$ cat src/rtl/mips_pkg.sv
// Shared definitions for the interrupt entry/return sequencer: state encoding,
// memory-stage selector codes and flag width.
package mips_pkg;

    typedef enum logic [3:0] {
        ST_IDLE,
        ST_DRAIN,
        ST_PUSH_LO,
        ST_PUSH_HI,
        ST_PUSH_FL,
        ST_VEC_LO,
        ST_VEC_HI,
        ST_JUMP,
        ST_R_DRAIN,
        ST_POP_FL,
        ST_POP_HI,
        ST_POP_LO,
        ST_RESTORE
    } int_state_t;

    // {sel1, sel2} codes driven to the memory stage
    localparam logic [1:0] SEL_PIPE = 2'b00;
    localparam logic [1:0] SEL_PUSH = 2'b10;
    localparam logic [1:0] SEL_POP  = 2'b01;
    localparam logic [1:0] SEL_VEC  = 2'b11;

    localparam int FLAG_W = 4;

endpackage

$ cat src/rtl/int_drain_counter.sv
// Loadable down-counter with zero flag; times the pipeline drain before the
// controller takes over the memory stage. Saturates at zero.
module int_drain_counter #(
    parameter int WIDTH = 2
) (
    input  logic             clk,
    input  logic             reset,
    input  logic             i_load,
    input  logic [WIDTH-1:0] i_load_value,
    input  logic             i_dec,
    output logic [WIDTH-1:0] o_count,
    output logic             o_zero
);

    logic [WIDTH-1:0] r_count;

    // NOTE: sequential state uses non-blocking assignments so every register
    // samples pre-edge values regardless of block ordering.
    always_ff @(posedge clk or negedge reset) begin
        if (!reset) begin
            r_count <= '0;
        end else if (i_load) begin
            r_count <= i_load_value;
        end else if (i_dec && (r_count != '0)) begin
            r_count <= r_count - 1'b1;
        end
    end

    assign o_count = r_count;
    assign o_zero  = (r_count == '0);

endmodule

$ cat src/rtl/interrupt_controller.sv
// Interrupt entry / RTI sequencer: drains the pipeline, pushes or pops PC and
// flags through the memory stage, then redirects the PC.
module interrupt_controller
    import mips_pkg::*;
#(
    parameter int          DRAIN_CYCLES = 3,
    parameter logic [15:0] VECTOR_ADDR  = 16'h0000
) (
    input  logic              clk,
    input  logic              reset,
    input  logic              int_req,
    input  logic              rti,
    input  logic [31:0]       pc_current,
    input  logic [FLAG_W-1:0] flags,
    input  logic [15:0]       mem_rdata,
    output logic              stall,
    output logic              if_flush,
    output logic              int_mem_selector1,
    output logic              int_mem_selector2,
    output logic [15:0]       int_wdata,
    output logic [15:0]       int_addr,
    output logic              pc_load,
    output logic [31:0]       pc_load_value,
    output logic              flags_load,
    output logic [FLAG_W-1:0] flags_restore,
    output logic              busy,
    output logic              int_ack
);

    localparam int               CNT_W          = (DRAIN_CYCLES > 1) ? $clog2(DRAIN_CYCLES) : 1;
    localparam logic [CNT_W-1:0] CNT_LOAD       = CNT_W'(DRAIN_CYCLES - 1);
    localparam logic [15:0]      VECTOR_ADDR_HI = VECTOR_ADDR + 16'd1;

    int_state_t        r_state;
    int_state_t        w_next_state;
    logic [31:0]       r_pc_hold;
    logic [FLAG_W-1:0] r_flags_hold;
    logic [15:0]       r_vec_lo;
    logic [15:0]       r_hi;
    logic              w_cnt_load;
    logic              w_cnt_dec;
    logic              w_cnt_zero;
    logic [CNT_W-1:0]  w_cnt;
    logic [1:0]        w_sel;

    int_drain_counter #(.WIDTH(CNT_W)) u_drain_counter (
        .clk          (clk),
        .reset        (reset),
        .i_load       (w_cnt_load),
        .i_load_value (CNT_LOAD),
        .i_dec        (w_cnt_dec),
        .o_count      (w_cnt),
        .o_zero       (w_cnt_zero)
    );

    always_ff @(posedge clk or negedge reset) begin
        if (!reset) begin
            r_state <= ST_IDLE;
        end else begin
            r_state <= w_next_state;
        end
    end

    // Holding registers: interrupt context on entry, popped words on return
    always_ff @(posedge clk or negedge reset) begin
        if (!reset) begin
            r_pc_hold    <= '0;
            r_flags_hold <= '0;
            r_vec_lo     <= '0;
            r_hi         <= '0;
        end else begin
            case (r_state)
                ST_IDLE: begin
                    if (!rti && int_req) begin
                        r_pc_hold    <= pc_current;
                        r_flags_hold <= flags;
                    end
                end
                ST_VEC_HI: r_vec_lo     <= mem_rdata;
                ST_POP_HI: r_flags_hold <= mem_rdata[FLAG_W-1:0];
                ST_POP_LO: r_hi         <= mem_rdata;
                default: ;
            endcase
        end
    end

    // NOTE: every output of this block gets a default first, so no path
    // through the case can leave a latch behind.
    always_comb begin
        w_next_state  = r_state;
        w_cnt_load    = 1'b0;
        w_cnt_dec     = 1'b0;
        w_sel         = SEL_PIPE;
        int_wdata     = '0;
        int_addr      = '0;
        pc_load       = 1'b0;
        pc_load_value = '0;
        flags_load    = 1'b0;
        flags_restore = '0;
        int_ack       = 1'b0;
        if_flush      = 1'b0;
        stall         = (r_state != ST_IDLE);
        busy          = (r_state != ST_IDLE);
        case (r_state)
            ST_IDLE: begin
                if (rti) begin
                    w_next_state = ST_R_DRAIN;
                    w_cnt_load   = 1'b1;
                end else if (int_req) begin
                    w_next_state = ST_DRAIN;
                    w_cnt_load   = 1'b1;
                end
            end
            ST_DRAIN, ST_R_DRAIN: begin
                if_flush  = (w_cnt == CNT_LOAD);
                w_cnt_dec = 1'b1;
                if (w_cnt_zero) begin
                    w_next_state = (r_state == ST_DRAIN) ? ST_PUSH_LO : ST_POP_FL;
                end
            end
            ST_PUSH_LO: begin
                w_sel        = SEL_PUSH;
                int_wdata    = r_pc_hold[15:0];
                w_next_state = ST_PUSH_HI;
            end
            ST_PUSH_HI: begin
                w_sel        = SEL_PUSH;
                int_wdata    = r_pc_hold[31:16];
                w_next_state = ST_PUSH_FL;
            end
            ST_PUSH_FL: begin
                w_sel        = SEL_PUSH;
                int_wdata    = {{(16-FLAG_W){1'b0}}, r_flags_hold};
                w_next_state = ST_VEC_LO;
            end
            ST_VEC_LO: begin
                w_sel        = SEL_VEC;
                int_addr     = VECTOR_ADDR;
                w_next_state = ST_VEC_HI;
            end
            ST_VEC_HI: begin
                w_sel        = SEL_VEC;
                int_addr     = VECTOR_ADDR_HI;
                w_next_state = ST_JUMP;
            end
            ST_JUMP: begin
                pc_load       = 1'b1;
                pc_load_value = {mem_rdata, r_vec_lo};
                int_ack       = 1'b1;
                if_flush      = 1'b1;
                w_next_state  = ST_IDLE;
            end
            ST_POP_FL: begin
                w_sel        = SEL_POP;
                w_next_state = ST_POP_HI;
            end
            ST_POP_HI: begin
                w_sel        = SEL_POP;
                w_next_state = ST_POP_LO;
            end
            ST_POP_LO: begin
                w_sel        = SEL_POP;
                w_next_state = ST_RESTORE;
            end
            ST_RESTORE: begin
                pc_load       = 1'b1;
                pc_load_value = {r_hi, mem_rdata};
                flags_load    = 1'b1;
                flags_restore = r_flags_hold;
                if_flush      = 1'b1;
                w_next_state  = ST_IDLE;
            end
            default: w_next_state = ST_IDLE;
        endcase
    end

    assign int_mem_selector1 = w_sel[1];
    assign int_mem_selector2 = w_sel[0];

endmodule

$ cat config.mk
export PLATFORM = sky130hd
export DESIGN_NAME = interrupt_controller
export DESIGN_NICKNAME = d
export VERILOG_FILES = /design/src/rtl/mips_pkg.sv /design/src/rtl/int_drain_counter.sv /design/src/rtl/interrupt_controller.sv
export SDC_FILE = /design/constraint.sdc
export NUM_CORES = 1
export LEC_CHECK = 0
export CELL_PAD_IN_SITES_DETAIL_PLACEMENT = 1
export CELL_PAD_IN_SITES_GLOBAL_PLACEMENT = 1
export CORE_UTILIZATION = 38
export DETAILED_ROUTE_END_ITERATION = 16
export PLACE_DENSITY_LB_ADDON = 0.1
export SLEW_MARGIN = 20
export SYNTH_ARGS = -nofsm -noshare
export SYNTH_HDL_FRONTEND = slang
export SYNTH_SLANG_ARGS = --single-unit
$ cat constraint.sdc
create_clock -name clk -period 4.3 [get_ports clk]
set_clock_uncertainty 0.1 [all_clocks]
set_input_delay 0.86 -clock clk [delete_from_list [all_inputs] [get_ports clk]]
set_output_delay 0.86 -clock clk [all_outputs]
set_load 0.05 [all_outputs]
**Word level (Yosys, flattened, before mapping)**

Index checks and enable logic that the tools add are counted.
W data, S select, Z words.

- Register bits: 74
- Output and inout port bits: 76
- Logic and storage cells: 62
- Input bits: 56

- Muxes and demuxes: 22
- Equal/unequal tests: 16
- $add $sub $neg: 1
- Reductions and logical operators: 17

Operators by type and width:

| cell | count |
|---|---|
| $pmux W32 S2 | 1 |
| $pmux W16 S3 | 1 |
| $pmux W4 S10 | 1 |
| $mux W4 | 6 |
| $eq A4 B4 Y1 const B | 5 |
| $eq A4 B3 Y1 const B | 4 |
| $eq A4 B2 Y1 const B | 2 |
| $mux W1 | 8 |
| $pmux W4 S2 | 1 |
| $pmux W2 S3 | 1 |
| $reduce_and A2 Y1 | 3 |
| $reduce_bool A2 Y1 | 3 |
| $reduce_or A2 Y1 | 3 |
| $reduce_or A3 Y1 | 2 |
| $eq A4 B1 Y1 const B | 1 |
| $logic_not A4 Y1 | 1 |
| $mux W2 | 2 |
| $reduce_bool A4 Y1 | 1 |
| $ne A3 B3 Y1 const B | 1 |
| $eq A2 B2 Y1 const B | 1 |
| $logic_and A1 B1 Y1 | 2 |
| $logic_not A2 Y1 | 1 |
| $ne A2 B1 Y1 const B | 1 |
| $ne A2 B2 Y1 const B | 1 |
| 3 further kinds | 3 |

**Logic depth before layout (Yosys ltp)**

Gate-level depths: netlist of run 1.

- Depth in word-level cells: 6
- Mapped depth: 6
- Mapped depth without buffers: 5

**Cells and area by module**

A second synthesis of run 1 with hierarchy kept.

- Cell total of the unflattened synthesis: 309
- Area total of the unflattened synthesis: 3,925.0 µm²

By module, submodules not included:

| module | instances | area each (µm²) | cells an instance | sequential area each (µm²) |
|---|---|---|---|---|
| interrupt_controller | 1 | 3,792.4 | 296 | 1,801.7 |
| int_drain_counter | 1 | 132.6 | 13 | 50.0 |

**Worst setup path before layout of run 1**

OpenSTA, ideal clock, no wires.

- Path kind: reg2out
- Start point: register r_state[2]
- End point: output int_mem_selector2
- Required time: 3.340 ns
- Slack: 1.258 ns
- Cell stages (with the launch flop): 4
- Arrival time: 2.082 ns
- Cell sequence: dfrtp_1 clkbuf_1 a21oi_1 a211oi_1

- Cells in the longest elaborated chain, start to end: 3
- Elaborated cells on any way between the ends: 12

RTL lines:

| what | line | RTL |
|---|---|---|
| start, declared | interrupt_controller.sv:34 | `int_state_t r_state;` |
| start signal, assigned | interrupt_controller.sv:60 | `r_state <= w_next_state;` |
| $eq A4 B4 Y1, or another cell as far along | interrupt_controller.sv:104 | `case (r_state)` |
| $reduce_or A3 Y1 (no source line) / $reduce_or A2 Y1 (equally long branches) | n/a |  |
| $pmux W2 S3 * | interrupt_controller.sv:104 |  |
| end, declared | interrupt_controller.sv:19 | `output logic int_mem_selector2,` |

Mark *: on every way between the ends. The rest lies on a longest branch, timed or not.

**Worst setup path after layout of run 1**

- Start point: register r_state[2]
- End point: output int_wdata[2]

- Cells in the longest elaborated chain, start to end: 2
- Elaborated cells on any way between the ends: 4

RTL lines:

| what | line | RTL |
|---|---|---|
| $eq A4 B3 Y1 / $eq A4 B2 Y1 (equally long branches) | interrupt_controller.sv:104 |  |
| $pmux W16 S3 * | interrupt_controller.sv:104 |  |
| end, declared | interrupt_controller.sv:20 | `output logic [15:0] int_wdata,` |

Marks and branches as above.

==> results of run 1 <==
[state kept, by name, summed over array words and instances, names as in the netlist]
| register | cells |
|---|---|
| r_pc_hold | 32 |
| r_vec_lo | 16 |
| r_state | 4 |
| r_flags_hold | 4 |
| u_drain_counter.o_count | 2 |
| r_hi | 16 |
[cell type report]
class,instances,area (um2),share of cell area
clock buffer,11,151.4,0.02946
clock inverter,5,83.83,0.01631
inverter,3,11.26,0.002191
multi-input combinational,196,1763,0.3431
sequential,74,1852,0.3604
tap,133,166.4,0.03238
timing repair buffer,121,1111,0.2162
[where the power goes]
part / switching [mW] / total [mW] / internal, mW / leakage, nW
clock network: 0.270 / 0.631 / 0.361 / 0.112
registers: 0.265 / 1.31 / 1.05 / 0.885
logic: 1.05 / 1.89 / 0.845 / 1.37
[cell usage after synthesis]
| library cell | count | area share |
|---|---|---|
| clkbuf_1 | 2 | 0.0020 |
| mux2_1 | 1 | 0.0029 |
| inv_1 | 3 | 0.0029 |
| o22a_1 | 1 | 0.0023 |
| mux2i_1 | 6 | 0.016 |
| o21a_1 | 1 | 0.0020 |
| ha_1 | 2 | 0.0065 |
| or4_4 | 1 | 0.0029 |
| nand3_2 | 1 | 0.0026 |
| a21o_1 | 1 | 0.0020 |
| conb_1 | 1 | 0.00098 |
| nor4_4 | 1 | 0.0056 |
| mux2_4 | 26 | 0.10 |
| nor3_1 | 3 | 0.0039 |
| or2_2 | 1 | 0.0016 |
| nor2_2 | 1 | 0.0016 |
| nand2_4 | 1 | 0.0029 |
| nor2_1 | 12 | 0.012 |
| nor2_4 | 1 | 0.0029 |
| and3_1 | 1 | 0.0016 |
| nor3_4 | 1 | 0.0043 |
| buf_6 | 4 | 0.012 |
| nor2b_1 | 2 | 0.0033 |
| a22oi_1 | 4 | 0.0079 |
| a211oi_1 | 2 | 0.0039 |
| buf_4 | 21 | 0.041 |
| buf_1 | 1 | 0.00098 |
| o21bai_1 | 1 | 0.0020 |
| a211o_1 | 1 | 0.0023 |
| and2_1 | 4 | 0.0065 |
| nand2b_2 | 1 | 0.0023 |
| nand2b_1 | 2 | 0.0033 |
| buf_2 | 8 | 0.010 |
| a22o_1 | 44 | 0.10 |
| mux2_2 | 38 | 0.11 |
| dfrtp_1 | 74 | 0.48 |
| xnor2_1 | 2 | 0.0046 |
| a21oi_1 | 6 | 0.0079 |
| o32ai_1 | 1 | 0.0023 |
| nand2_1 | 11 | 0.011 |
[metrics by stage]
step,power (mW),cells
final,3.836,543
after global routing,4.062,543
after CTS,3.884,543
after detailed placement,3.235,527
after global placement,3.179,527
after floorplan,2.723,309
[path summary, 6_finish.rpt]
kind,end,startpoint,slack [ps]
max,int_wdata[2],r_state[2],390
max reg2reg,r_hi[14],r_state[3],2080
max in group asynchronous,r_vec_lo[7],reset,2920
min in group asynchronous,r_pc_hold[12],reset,550
min reg2reg,r_vec_lo[14],r_vec_lo[14],400
min,r_vec_lo[14],r_vec_lo[14],400
[logic make-up (layout without fill, tap and decap cells)]
| family | count (synthesis) | count (layout) | share of synthesized area |
|---|---|---|---|
| buf+inv | 39 | 140 | 0.06939 |
| simple gates | 44 | 44 | 0.06809 |
| flops | 74 | 74 | 0.4845 |
| fa+ha+maj | 2 | 2 | 0.006546 |
| mux | 71 | 71 | 0.2327 |
| other cells | 1 | 15 | 0.0009811 |
| xor+xnor | 2 | 2 | 0.004583 |
| compound gates | 62 | 62 | 0.1332 |
[layer usage]
layer	track usage	wire, um	vias up
li1	-	-	1262
met1	0.2341	4108	1360
met2	0.2979	4316	88
met3	0.06498	721	9
met4	0.05934	104	0
met5	0	0	-
==> impl_metrics.py, run 1 <==
metrics = {
    "sta": {
        "setup_tns_ps": 0,
        "fmax_mhz": 255.9,
        "setup_violations": 0,
        "fin_ws_ps": 391.8,
        "worst_pin_slew_ps": 952.7,
        "hold_violations": 0,
        "maxSlewHeadroom": 0.3649,
        "min_period_ps": 3908,
        "final.period_utilization": 0.9089,
        "drv_slew": 0,
        "rsz0062_at_grt": "no",
        "fin_hold_ws_ps": 402.2,
    },
    "placed_design": {
        "gp_congestion": 0.7495,
        "dp_hpwl_um": 6354,
        "place_area_um2": 4903,
        "dp_slack_ps": 762.4,
        "port_buffers": 116,
    },
    "grt": {
        "grt_pass1_wl_um": 14790,
        "grt_antenna_before_repair": 0,
        "grt_pass1_vias": 2817,
        "grt_max_degree": 75,
        "track_usage": 0.1854,
        "grt-ovfl-total": 0,
    },
    "layout": {
        "design_area_um2": 5139,
        "drive_gt1_frac": 0.3171,
        "syn_to_final_growth_pct": 34.44,
        "final_common_cell": "clkdlybuf4s50_1",
        "fin_util": 0.5257,
        "num_antenna_cells": 0,
        "num-fill-cells": 1035,
        "fin_nets": 463,
        "layout_common_cells": "81 x clkdlybuf4s50_1, 74 x dfrtp_1, 44 x a22o_1",
    },
    "clock_network": {
        "insertion_delay_ps": 340,
        "cts_tree": "yes",
        "cts_resized": 0,
        "ctsHoldBuffers": 0,
        "cts.path.max_buffers": 2,
        "path_clk_slew_ps": 80,
        "cts_root_buf": "clkbuf_8",
        "cts.sinks": 74,
        "cts_made_buffers": 9,
        "htree_levels": 3,
        "cts_post_setup_buffers_inserted": 0,
    },
    "worst_setup_path": {
        "crit_family": "simple AND/OR/NAND/NOR gates",
        "end_kind": "output port",
        "max_stage_delay_ps": 810,
        "cp.depth": 5,
        "cp.arrival_ps": 2950,
        "worstSetupStartpointType": "flop",
        "r2r_cells": 3,
        "slowest_stage": "clkdlybuf4s50_1",
        "critPathBufInv": 1,
        "worstSetupPathType": "reg2out",
        "critPathRequiredTime_ps": 3340,
        "critPathMaxFanout": 16,
        "crit_chain": "nand2b_1 > nor3_1 > a22oi_1 > nand2_1 > clkdlybuf4s50_1",
    },
    "route": {
        "route.detailed.drc": 0,
        "dr.first_iter.drc_count": 74,
        "avgViaCountPerCell": 5.007,
        "vias": 2719,
        "postRouteAntennaNets": 0,
        "avgRoutedWirePerCell_um": 17.03,
        "dr.pass1.iters": 4,
        "wl_um": 9250,
    },
    "synthesis": {
        "ys.warnings.count": 0,
        "syn_inst": 295,
        "yosysSeqAreaShare": 0.4845,
        "syn-cell-area_um2": 3822,
        "synth_seq_cells": 74,
        "ys_types": 40,
        "synth_area_per_cell_um2": 12.96,
    },
    "run": {
        "drv_cap": 0,
    },
    "floorplanning": {
        "die_h_um": 102.3,
        "core_area_um2": 9774,
        "start_util": 0.3911,
        "die_width_um": 102.3,
        "row_count": 36,
        "die_area_um2": 10460,
        "io_pins": 132,
    },
    "pwr": {
        "vdd_ir_drop_max_uv": 302.5,
        "power.density_nw_per_um2": 746.4,
        "p_leak_nw": 2.371,
    },
    "outcome": {
        "outcome": "complete, no violations",
    },
    "min_path": {
        "min_path_type": "reg2reg",
        "holdPathStages": 1,
    },
}
(Power assumes the default switching activity.)
==> run 2, diff against run 1 <==
- CORE_UTILIZATION: 38 -> 39
- CTS_BUF_LIST: default -> sky130_fd_sc_hd__clkbuf_8
- REMOVE_ABC_BUFFERS: default -> 1
==> run 2 against run 1 <==
Flip-flop and latch count stayed put. Critical path type unchanged. Total power down 2.8%. Sequential power about the same.
==> impl_metrics.py, run 2 (same netlist as run 1, synthesis figures left out) <==
metrics = {
    "clock_network": {
        "insertion_delay_ps": 330,
        "cts_root_buf": "clkbuf_8",
        "htree_levels": 3,
        "cts_resized": 0,
        "cts_tree": "yes",
        "cts.path.max_buffers": 2,
        "cts_post_setup_buffers_inserted": 0,
        "path_clk_slew_ps": 80,
        "cts_made_buffers": 9,
        "ctsHoldBuffers": 0,
        "cts.sinks": 74,
    },
    "worst_setup_path": {
        "worstSetupPathType": "reg2out",
        "critPathMaxFanout": 16,
        "worstSetupStartpointType": "flop",
        "reg2reg_slack_ps": 2090,
        "critPathRequiredTime_ps": 3340,
        "cp.arrival_ps": 2960,
        "r2r_cells": 3,
        "end_kind": "output port",
    },
    "sta": {
        "drv_slew": 0,
        "rsz0062_at_grt": "no",
        "setup_violations": 0,
        "setup_tns_ps": 0,
        "maxSlewHeadroom": 0.3612,
        "min_period_ps": 3919,
        "fmax_mhz": 255.2,
        "hold_violations": 0,
        "worst_pin_slew_ps": 958.2,
        "final.period_utilization": 0.9114,
    },
    "pwr": {
        "internal_power_mw": 2.159,
        "sw_frac_of_total": 0.4210,
        "p_switching_mw": 1.570,
        "pwr-share-clk": 0.140,
        "p_leak_nw": 2.361,
        "vdd_ir_drop_max_uv": 259.3,
        "pwr-share-comb": 0.508,
        "power.density_nw_per_um2": 731.0,
        "p_seq_frac": 0.351,
    },
    "placed_design": {
        "gp_congestion": 0.7334,
        "dp_hpwl_um": 6399,
        "place_area_um2": 4906,
        "port_buffers": 116,
    },
    "route": {
        "avgRoutedWirePerCell_um": 17.14,
        "route.detailed.drc": 0,
        "postRouteAntennaNets": 0,
        "vias": 2712,
        "dr.first_iter.drc_count": 75,
        "wl_um": 9257,
        "dr.pass1.iters": 4,
        "avgViaCountPerCell": 5.022,
    },
    "layout": {
        "final_common_cell": "clkdlybuf4s50_1",
        "num_antenna_cells": 0,
        "drive_gt1_frac": 0.3163,
        "largest-register": "r_pc_hold",
        "design_area_um2": 5101,
        "num-fill-cells": 1022,
        "fin_nets": 464,
        "top_regs": "r_pc_hold x32, r_hi x16, r_vec_lo x16",
        "layout_common_cells": "81 x clkdlybuf4s50_1, 74 x dfrtp_1, 44 x a22o_1",
        "largest_reg_flops": 32,
        "syn_to_final_growth_pct": 33.45,
    },
    "grt": {
        "grt_antenna_before_repair": 0,
        "track_usage": 0.1890,
        "grt_pass1_wl_um": 14670,
        "grt_max_degree": 75,
        "grt_pass1_vias": 2795,
        "grt-ovfl-total": 0,
    },
    "floorplanning": {
        "die_h_um": 101,
        "io_pins": 132,
        "core_area_um2": 9371,
        "die_width_um": 101,
        "die_area_um2": 10200,
        "row_count": 35,
        "start_util": 0.4079,
    },
    "outcome": {
        "outcome": "complete, no violations",
    },
    "min_path": {
        "min_path_type": "reg2reg",
        "holdPathStages": 1,
    },
    "run": {
        "drv_cap": 0,
    },
}
==> run 2: changes by cell type in the layout (fill, tap and decap cells not counted) <==
cell	before	now
buf_4	40	41
clkbuf_8	11	9
inv_6	1	0
clkinv_4	0	2
bufinv_16	2	1
inv_1	3	4
clkinv_2	0	1
==> run 2: final cells by class <==
class,count,area [um2],area share
clock buffers,9,123.9,0.02428
clock inverters,7,71.32,0.01398
inverters,3,11.26,0.002208
multi-input cells,196,1763,0.3456
flip-flops and latches,74,1852,0.3630
well taps,129,161.4,0.03164
repair buffers,122,1119,0.2193
==> run 2: path summary, 6_finish.rpt <==
| kind | from | end |
|---|---|---|
| max | r_state[1] | int_wdata[3] |
| max in group asynchronous | reset | r_vec_lo[2] |
| min | r_vec_lo[14] | r_vec_lo[14] |
| min reg2reg | r_vec_lo[14] | r_vec_lo[14] |
| min in group asynchronous | reset | r_pc_hold[10] |
| max reg2reg | r_state[3] | r_pc_hold[14] |
==> run 2: routing by layer <==
metal,vias to the layer above,part of all wire,track usage
li1,1270,-,-
met1,1340,0.47,0.2529
met2,93,0.46,0.2982
met3,9,0.055,0.04646
met4,0,0.011,0.06800
met5,-,0,0
==> run 2: stage by stage <==
stage	util	power, mW	setup slack [ps]	hold WS (ps)	instances
after floorplan	-	2.650	466.1	358.5	273
after global placement	0.5235	3.175	894.9	368.1	524
after detailed placement	0.5235	3.236	729.2	389.3	524
after CTS	0.5443	3.775	340.8	407.1	540
after global routing	0.5443	3.955	113.8	433.3	540
final	0.5443	3.729	380.8	403.4	540
==> run 2: critical path, stage by stage (launching register included) <==
cell	delay, ps
dfrtp_1	630
nand2_1	280
nor3_4	590
a22oi_1	210
nand2_1	110
clkdlybuf4s50_1	800
==> run 2: power by group through the flow <==
stage | clock network, mW | registers [mW] | logic, mW
final | 0.523 | 1.31 | 1.90
after floorplan | 0 | 1.24 | 1.41
after detailed placement | 0 | 1.32 | 1.91
after global routing | 0.573 | 1.36 | 2.02
after global placement | 0 | 1.30 | 1.87
after CTS | 0.541 | 1.31 | 1.92
==> RTL edit (config.mk and constraints of run 2) <==
Change the package constant `FLAG_W` from 4 to 5.
--- a/src/rtl/mips_pkg.sv
+++ b/src/rtl/mips_pkg.sv
@@ -24,7 +24,7 @@
     localparam logic [1:0] SEL_POP  = 2'b01;
     localparam logic [1:0] SEL_VEC  = 2'b11;
 
-    localparam int FLAG_W = 4;
+    localparam int FLAG_W = 5;
 
 endpackage
 
Interface: changed (resized flags and flags_restore); port bits go from 132 to 134. The function was not compared with the original's and may differ.
==> RTL edit against run 2 <==
Largest cell class is now multi-input gates; non-clock buffer count up 6; worst setup slack better by 150 ps; sequential cell count up 1; area after synthesis up 5.2%; wire length up 14%; maximum frequency up 3.9%; final cell count up 4.8%; power up 4.0%; cell area up 6.0%; core utilization up 0.37 points.
==> RTL edit: results (changes against run 2) <==
FILL cells: 1021 (-0.098%)
Post-Synth XOR/XNOR Area: 0.436% (-0.023 points)
Top post-synthesis cells by area: dfrtp_1, mux2_4, mux2_2
Compound-gate portion of the synthesized area: 14.9% (+1.6 points)
CP Max Fanout: 34 (+18)
Largest delay contributor family on the critical path: buffers and inverters
Gp weighted congestion: 0.742 (+1.2%)
Final total power: 3.88 mW (+4.0%)
Met1 Use GR: 26.0% (+0.67 points)
Fraction of layout cells with a size suffix above 1: 23.6% (-8.1 points)
Buffers added on ports: 118 (+1.7%)
Vias in the first global route: 3266 (+17%)
DRT met1 WL: 4680 um (+6.8%)
Placed Area: 5210 um2 (+6.1%)
Met3 Routed Length: 495 um (-2.0%)
DRT iter0 DRCs: 108 (+44%)
Crit-path max cell delay: 820 ps (+20 ps)
#MultiIn Comb: 210 (+7.1%)
Adder-cell area share of the yosys netlist: 0.622% (-0.032 points)
Status: finished, final reports clean
Total track usage: 20.5% (+1.6 points)
Fmax achieved: 265 MHz (+3.9%)
Crit path DAT: 2810 ps (-150 ps)
Synth Register Bits: 75 (+1.4%)
Comb power frac: 52.8% (+2.0 points)
Max VDD drop: 0.250 mV (-3.5%)
RTL edit: changes by cell type after synthesis, moves of 4 or more:
cell     delta
mux2_2      -4
a41oi_1     +5
o21ai_0     +8
buf_2       +4
a21oi_1     +5
or3_1       +4
mux2_4      +4
mux2i_1     -5
RTL edit: final timing paths:
| check | from | endpoint | cells past startpoint |
|---|---|---|---|
| setup reg to reg | r_state[3] | r_pc_hold[31] | 5 |
| hold reg to reg | r_pc_hold[0] | r_pc_hold[0] | 1 |
| hold / removal | r_pc_hold[0] | r_pc_hold[0] | 1 |
| min in group asynchronous | reset | r_pc_hold[3] | 1 |
| setup / recovery | r_state[2] | pc_load_value[21] | 5 |
| max in group asynchronous | reset | r_vec_lo[6] | 1 |
RTL edit: per-stage QoR:
step / std cells / hold slack (ps)
3_3_place_gp: 550 / 389
2_1_floorplan: 289 / 380
6_report: 566 / 411
5_1_grt: 566 / 435
3_5_place_dp: 550 / 396
4_1_cts: 566 / 416
